<file path="config.mk">
export PLATFORM = sky130hd
export DESIGN_NAME = board_state_keeper
export DESIGN_NICKNAME = d
export VERILOG_FILES = /design/src/rtl/board_state_keeper.sv
export SDC_FILE = /design/constraint.sdc
export NUM_CORES = 2
export LEC_CHECK = 0
export BUFFER_PORTS_ARGS = -buffer_cell sky130_fd_sc_hd__clkbuf_2
export CAP_MARGIN = 5
export CORE_MARGIN = 2
export CORE_UTILIZATION = 35
export DETAILED_ROUTE_END_ITERATION = 12
export PLACE_DENSITY = 0.5
export SETUP_SLACK_MARGIN = 0.1
export SLEW_MARGIN = 20
export SYNTH_ARGS = -nofsm -noshare
export SYNTH_HDL_FRONTEND = slang
export SYNTH_SLANG_ARGS = --single-unit
export TNS_END_PERCENT = 50
</file>
<file path="constraint.sdc">
create_clock -name clk -period 8.47 [get_ports clk]
set_input_delay 0.4235 -clock clk [delete_from_list [all_inputs] [get_ports clk]]
set_output_delay 0.4235 -clock clk [all_outputs]
set_load 0.1 [all_outputs]
</file>
<file path="src/rtl/board_state_keeper.sv">
// Battleship board keeper: ship map, per-cell status, shot classification.
// Sinking a ship rewrites all of its cells with a 100-cycle sweep.
module board_state_keeper #(
  parameter int NUM_SHIPS = 5,
  parameter int GRID_N    = 10
) (
  input  logic                         clk,
  input  logic                         rst_n,
  input  logic                         place_we,
  input  logic [3:0]                   place_row,
  input  logic [3:0]                   place_col,
  input  logic [2:0]                   place_id,
  input  logic                         start,
  input  logic                         fire_valid,
  input  logic [3:0]                   fire_row,
  input  logic [3:0]                   fire_col,
  output logic                         fire_ready,
  output logic                         result_valid,
  output logic [1:0]                   result,
  output logic [2*GRID_N*GRID_N-1:0]   cell_status_flat,
  output logic [2:0]                   ships_left,
  output logic                         game_over
);

  localparam int CELLS = GRID_N * GRID_N;

  typedef enum logic [2:0] {
    SETUP, PLAY, CHECK, SCAN, REPORT, DONE
  } state_t;

  state_t     state, state_nx;
  logic [2:0] idmap  [CELLS];
  logic [1:0] status [CELLS];
  logic [6:0] cnt    [8];
  logic [3:0] row_q, col_q;
  logic [2:0] kid;
  logic [6:0] scan_idx;
  logic [2:0] nz;
  logic [6:0] p_idx, f_idx;
  logic       p_in, p_ok, f_in, f_fresh, f_sink;

  assign p_in  = (place_row < 4'(GRID_N)) && (place_col < 4'(GRID_N));
  assign p_idx = p_in ? 7'(place_row) * 7'(GRID_N) + 7'(place_col) : '0;
  assign p_ok  = place_we && p_in && (place_id != 3'd0)
              && (place_id <= 3'(NUM_SHIPS)) && (idmap[p_idx] == 3'd0);

  assign f_in    = (row_q < 4'(GRID_N)) && (col_q < 4'(GRID_N));
  assign f_idx   = f_in ? 7'(row_q) * 7'(GRID_N) + 7'(col_q) : '0;
  assign f_fresh = f_in && (status[f_idx] == 2'b00);
  assign f_sink  = f_fresh && (idmap[f_idx] != 3'd0)
                && (cnt[idmap[f_idx]] == 7'd1);

  // Count ships that still have at least one placed cell.
  always_comb begin
    nz = '0;
    for (int i = 1; i <= NUM_SHIPS; i++)
      if (cnt[i] != 7'd0) nz = nz + 3'd1;
  end

  // Expose the status array as the flat render bus.
  always_comb begin
    cell_status_flat = '0;
    for (int i = 0; i < CELLS; i++)
      cell_status_flat[i*2 +: 2] = status[i];
  end

  // State register.
  always_ff @(posedge clk) begin
    if (!rst_n) state <= SETUP;
    else        state <= state_nx;
  end

  // Next-state selection.
  always_comb begin
    state_nx = state;
    unique case (state)
      SETUP:  if (start && nz != 3'd0) state_nx = PLAY;
      PLAY:   if (fire_valid && fire_ready) state_nx = CHECK;
      CHECK:  state_nx = f_sink ? SCAN : REPORT;
      SCAN:   if (scan_idx == 7'(CELLS - 1)) state_nx = REPORT;
      REPORT: state_nx = game_over ? DONE : PLAY;
      DONE:   state_nx = DONE;
      default: state_nx = SETUP;
    endcase
  end

  // Board, counters and registered outputs.
  always_ff @(posedge clk) begin
    if (!rst_n) begin
      for (int i = 0; i < CELLS; i++) begin
        idmap[i]  <= '0;
        status[i] <= '0;
      end
      for (int i = 0; i < 8; i++) cnt[i] <= '0;
      row_q        <= '0;
      col_q        <= '0;
      kid          <= '0;
      scan_idx     <= '0;
      fire_ready   <= 1'b0;
      result_valid <= 1'b0;
      result       <= 2'b00;
      ships_left   <= '0;
      game_over    <= 1'b0;
    end else begin
      result_valid <= 1'b0;
      fire_ready   <= (state_nx == PLAY);
      unique case (state)
        SETUP: begin
          if (p_ok) begin
            idmap[p_idx]  <= place_id;
            cnt[place_id] <= cnt[place_id] + 7'd1;
          end
          if (state_nx == PLAY) ships_left <= nz;
        end
        PLAY: begin
          if (fire_valid && fire_ready) begin
            row_q <= fire_row;
            col_q <= fire_col;
          end
        end
        CHECK: begin
          if (!f_fresh) begin
            result       <= 2'b00;
            result_valid <= 1'b1;
          end else if (idmap[f_idx] == 3'd0) begin
            status[f_idx] <= 2'b01;
            result        <= 2'b01;
            result_valid  <= 1'b1;
          end else begin
            status[f_idx]     <= 2'b10;
            kid               <= idmap[f_idx];
            cnt[idmap[f_idx]] <= cnt[idmap[f_idx]] - 7'd1;
            if (f_sink) begin
              scan_idx <= '0;
            end else begin
              result       <= 2'b10;
              result_valid <= 1'b1;
            end
          end
        end
        SCAN: begin
          if (idmap[scan_idx] == kid) status[scan_idx] <= 2'b11;
          scan_idx <= scan_idx + 7'd1;
          if (scan_idx == 7'(CELLS - 1)) begin
            ships_left   <= ships_left - 3'd1;
            result       <= 2'b11;
            result_valid <= 1'b1;
            if (ships_left == 3'd1) game_over <= 1'b1;
          end
        end
        default: ;
      endcase
    end
  end

endmodule

</file>
Word level (Yosys, flattened, before mapping)
Memories as Yosys holds them, arrays and structs flattened. A register that Yosys moved wholly into a read port is not among the register bits. Index checks and enable logic that the tools add are counted.

$add $sub $neg: 10. Multipliers: 2. Div/mod/pow operators: 0. Magnitude comparators: 5. Equality and inequality tests: 16. Shifts and indexed selects: 0. Mux-type cells: 67. Bitwise operators: 2. Reductions and logical operators: 36.

Operators with widths (number): 2-to-1 mux 7 bit (12); 2-to-1 mux 3 bit (14); nonzero test 7 bit (5); 2-to-1 mux 1 bit (29); case mux 3 bit (6 select lines) (1); < comparator 4 bit, second input constant (4); adder 7 x 1 -> 7 bit, second input constant (2); adder 7 x 4 -> 7 bit (2); 2-to-1 mux 2 bit (7); case mux 7 bit (2 select lines) (1); OR reduction 7 bit (2); adder 3 x 1 -> 3 bit, second input constant (4); multiplier 4 x 3 -> 6 bit, second input constant (2); AND reduction 3 bit (4); logical AND 1 bit (11); inequality test 2 bit, second input constant (5); == test 3 x 1 -> 1 bit, second input constant (3); logical NOT 3 bit (3); nonzero test 3 bit (3); == test 7 x 1 -> 1 bit, second input constant (1); == test 7 bit, second input constant (1); subtractor 7 x 1 -> 7 bit, second input constant (1); == test 3 x 2 -> 1 bit, second input constant (2); == test 3 bit, second input constant (2); 15 further kinds (17).

Flip-flop bits (word level): 29. Latch bits: 0. Memory bits (writable): 556. Memory bits (read-only): 0. Input port bits: 24. Word-level logic and storage cells: 151. Memories: 3.

Memories: idmap (depth 100, bits a word 3, read ports 3, clocked after memory_dff 1, wr ports 100, RTL line 32) `logic [2:0] idmap [CELLS];`; status (depth 100, bits a word 2, read ports 101, clocked after memory_dff 0, wr ports 100, RTL line 33) `logic [1:0] status [CELLS];`; cnt (depth 8, bits a word 7, read ports 7, clocked after memory_dff 0, wr ports 8, RTL line 34) `logic [6:0] cnt [8];`.

Longest topological paths before layout
An unclocked memory read counts as a cell.

Depth after elaboration: 18. Gate-level depth with buffers: 24. Mapped depth without buffers: 18.

Worst setup path before layout
OpenSTA, ideal clock, no wires.

Path kind: register to register. Start: register row_q[3]. End: register with a tool-made name. Library setup time: 78 ps. Data arrival time: 5071 ps. Data required time: 8392 ps. Slack: 3321 ps. Cell stages (with the launch flop): 20. Path buffers: 2. Clock period less this slack: 5149 ps. Cells stage by stage: dfxtp_1 ha_1 ha_1 fa_1 inv_1 o22ai_1 o21ai_0 clkbuf_1 nor4_1 a2111oi_4 nor2_4 mux2_2 nor3_1 or3_1 ha_1 or4b_4 o31a_1 buf_6 or3_1 a21oi_1.

RTL lines: start, declared (RTL line 35) `logic [3:0] row_q, col_q;`; start signal, assigned (RTL line 117) `row_q <= fire_row;`.

==> results_dict.tcl <==
set metrics [dict create \
    dpl.hpwl_um 109000 \
    clock_skew_ns 0.0368 \
    grt_pass1_wl_um 227000 \
    ant_nets 0 \
    ys_types 92 \
    max_freq_mhz 134 \
    area_growth_pct 13.6 \
    peakVddDrop_v 0.000138 \
    viasPerCell 6.27 \
    cts-root-buf "clkbuf_16" \
    criticalPathCategory "flip-flop to flip-flop" \
    clk_pin_slew_worst_paths_ns 0.06 \
    avgSynthCellArea_sq_um 11.4 \
    clock_latency_ns 0.68 \
    die-area_sq_um 116000 \
    fp-row-count 123 \
    nets 3696 \
    grtUsageTotal_pct 26.5 \
    syn_inst 3498 \
    initial_core_util_pct 35.3 \
    synth_edf_count 696 \
    ios 232 \
    crit_top_cell "mux4_2" \
    ys_ff_latch 732 \
    drive_above_1_share_pct 19.2 \
    max_cap_violations 0 \
    wl_per_cell_um 30.0 \
    yosysTopAreaCell "edfxtp_1" \
    final_common_cell "nor2_1" \
    p_leak_nw 14.7 \
    cts-buffers-inserted 84 \
    crit_required_ns 8.81 \
    path_cells "buf_12, mux4_2, mux4_2, mux4_2, mux2i_1, xnor2_1, nor2_1, nand4_2, mux2i_1, nor2b_1, nand2_1, o21ai_0" \
    setup_violations 0 \
    slowest_delay_ns 1.09 \
    mostFrequentLayoutCells "nor2_1, edfxtp_1, o21ai_0, clkbuf_2, nor3_1" \
    synth_area_leaders "edfxtp_1, mux4_2, nor2_1" \
    rsz0062_at_grt "false" \
    setup_tns_ns 0 \
    grt.overflow.total 0 \
    dr.pass1.iters 6 \
    synthFlopType "edfxtp_1" \
    endpoint_kind "flip-flop" \
    post-route-min-period_ns 7.46 \
    wl_um 157000 \
    grt_antenna_before_repair 10 \
    place_congestion 0.958 \
    synthArstFlopShare_pct 0 \
    slew_headroom_pct 24.3 \
    port_buffers 231 \
    grt_pass1_vias 31561 \
    syn_area_sq_um 39700 \
    cp.arrival_ns 7.80 \
    clkSinkCount 732 \
    drcViolationCount 0 \
    grt_max_degree 87 \
    synthDominantCellAreaShare_pct 52.6 \
    cts_tree "done" \
    yosysSeqAreaShare_pct 54.4 \
    fin_crit_sh_pct 88.1 \
    instances_no_fill 5214 \
    p_per_area_nw_per_um2 198 \
    report.final.slew_viol_count 0 \
    min_path_type "primary input to flip-flop" \
    vias 32681 \
    coreArea_sq_um 112000 \
    ys_warn_count 0 \
    cts.path.max_buffers 3 \
    die_w_um 341 \
    dp.cells 5051 \
    status "finished clean" \
    final_hold_viol_count 0 \
    h-tree-depth 3 \
    cp_max_fo 60 \
    crit_slowest_cell "mux2i_1" \
    worst_setup_path_start_kind "flip-flop" \
    drt-initial-drc-count 4027 \
    worst_slew_pin_slew_ns 1.10 \
    die_h_um 341 \
]
synth_stat cells (14+ instances only):
cell and n:
edfxtp_1 696, nand4_1 34, o31ai_1 29, o21ai_0 288
clkbuf_1 149, and2_1 23, o22ai_1 54, a31oi_1 17
nor4_1 29, mux2_2 26, nand3_1 66, nand2b_1 34
a211oi_1 39, nor2b_1 28, inv_1 34, mux4_2 186
o211ai_1 15, xnor2_1 14, nor2_1 714, mux2i_1 61
ha_1 22, or3_1 22, a21oi_1 95, buf_6 17
dfxtp_1 36, buf_2 89, o221ai_1 16, o311ai_0 28
a221oi_1 21, nor3_1 209, nand2_1 171
registers in the layout, summed over array words and instances (netlist names), named ones only:
register,flops
cnt,56
col_q,4
fire_ready,1
game_over,1
idmap,384
kid,3
result,2
result_valid,1
row_q,4
scan_idx,7
ships_left,3
state,3
status,256
stage by stage:
step                      worst slack, ns  total power [mW]  utilization (%)  instance area (sq um)  hold slack [ns]
after floorplan                      3.32              4.99                -                  39800            0.448
after global placement               1.17              5.41             37.7                  42400            0.470
after detailed placement             1.06              5.40             37.7                  42400            0.474
after CTS                            1.04              8.94             40.1                  45100            0.296
after global routing                0.652              9.16             40.1                  45100            0.347
final                                1.01              8.93             40.1                  45100            0.329
final cells by class:
| type | count | area (sq um) |
|---|---|---|
| Sequential cell | 732 | 21600 |
| Tap cell | 1500 | 1880 |
| Fill cell | 10819 | 67400 |
| Timing Repair Buffer | 332 | 2050 |
| Antenna cell | 6 | 15.0 |
| Inverter | 36 | 135 |
| Clock buffer | 98 | 2200 |
| Clock inverter | 50 | 432 |
| Multi-Input combinational cell | 2460 | 16800 |
kinds of logic (layout without fill, tap and decap cells):
group           count (synthesis)  count (layout)  synth area share [%]
other cells                     1              13               0.00944
fa+ha+maj                      26              26                 0.894
mux                           275             275                  12.9
xor+xnor                       26              26                 0.573
flops                         732             732                  54.4
buf+inv                       312             516                  3.66
compound gates                739             739                  11.9
simple gates                 1387            1387                  15.6
critical path, delay by kind of cell (launching register included):
kind	cells	cell delay [ns]
AO/OA/AOI/OAI	1	0.43
XOR/XNOR	1	0.10
buffers and inverters	1	0.43
flip-flops	1	0.78
multiplexers	5	3.10
AND/OR/NAND/NOR	4	2.10
report_power, final:
part	switching, mW	internal (mW)
Clock	1.55	2.01
Sequential	0.106	4.05
Combinational	0.905	0.298
routing by layer:
| layer | up-vias | wire length [um] | global-route usage, % |
|---|---|---|---|
| li1 | 13751 | - | - |
| met1 | 16497 | 62500 | 35.9 |
| met2 | 2042 | 70200 | 40.8 |
| met3 | 385 | 17500 | 6.94 |
| met4 | 6 | 6300 | 9.71 |
| met5 | - | 31 | 0 |
what timing repair did:
item	in CTS	in global routing
hold endpoints to repair	8	0
gates resized for setup	0	0
hold buffers	8	0
buffers inserted	0	0
worst paths after layout:
kind / from / to / slack [ns] / cells past startpoint
setup / recovery: flip-flop / status[18][0] / 1.01 / 12
setup reg to reg: flip-flop / status[18][0] / 1.01 / 12
hold / removal: start / state[0] / 0.33 / 4
hold reg to reg: kid[1] / kid[1] / 0.48 / 2
(Power assumes the default switching activity.)
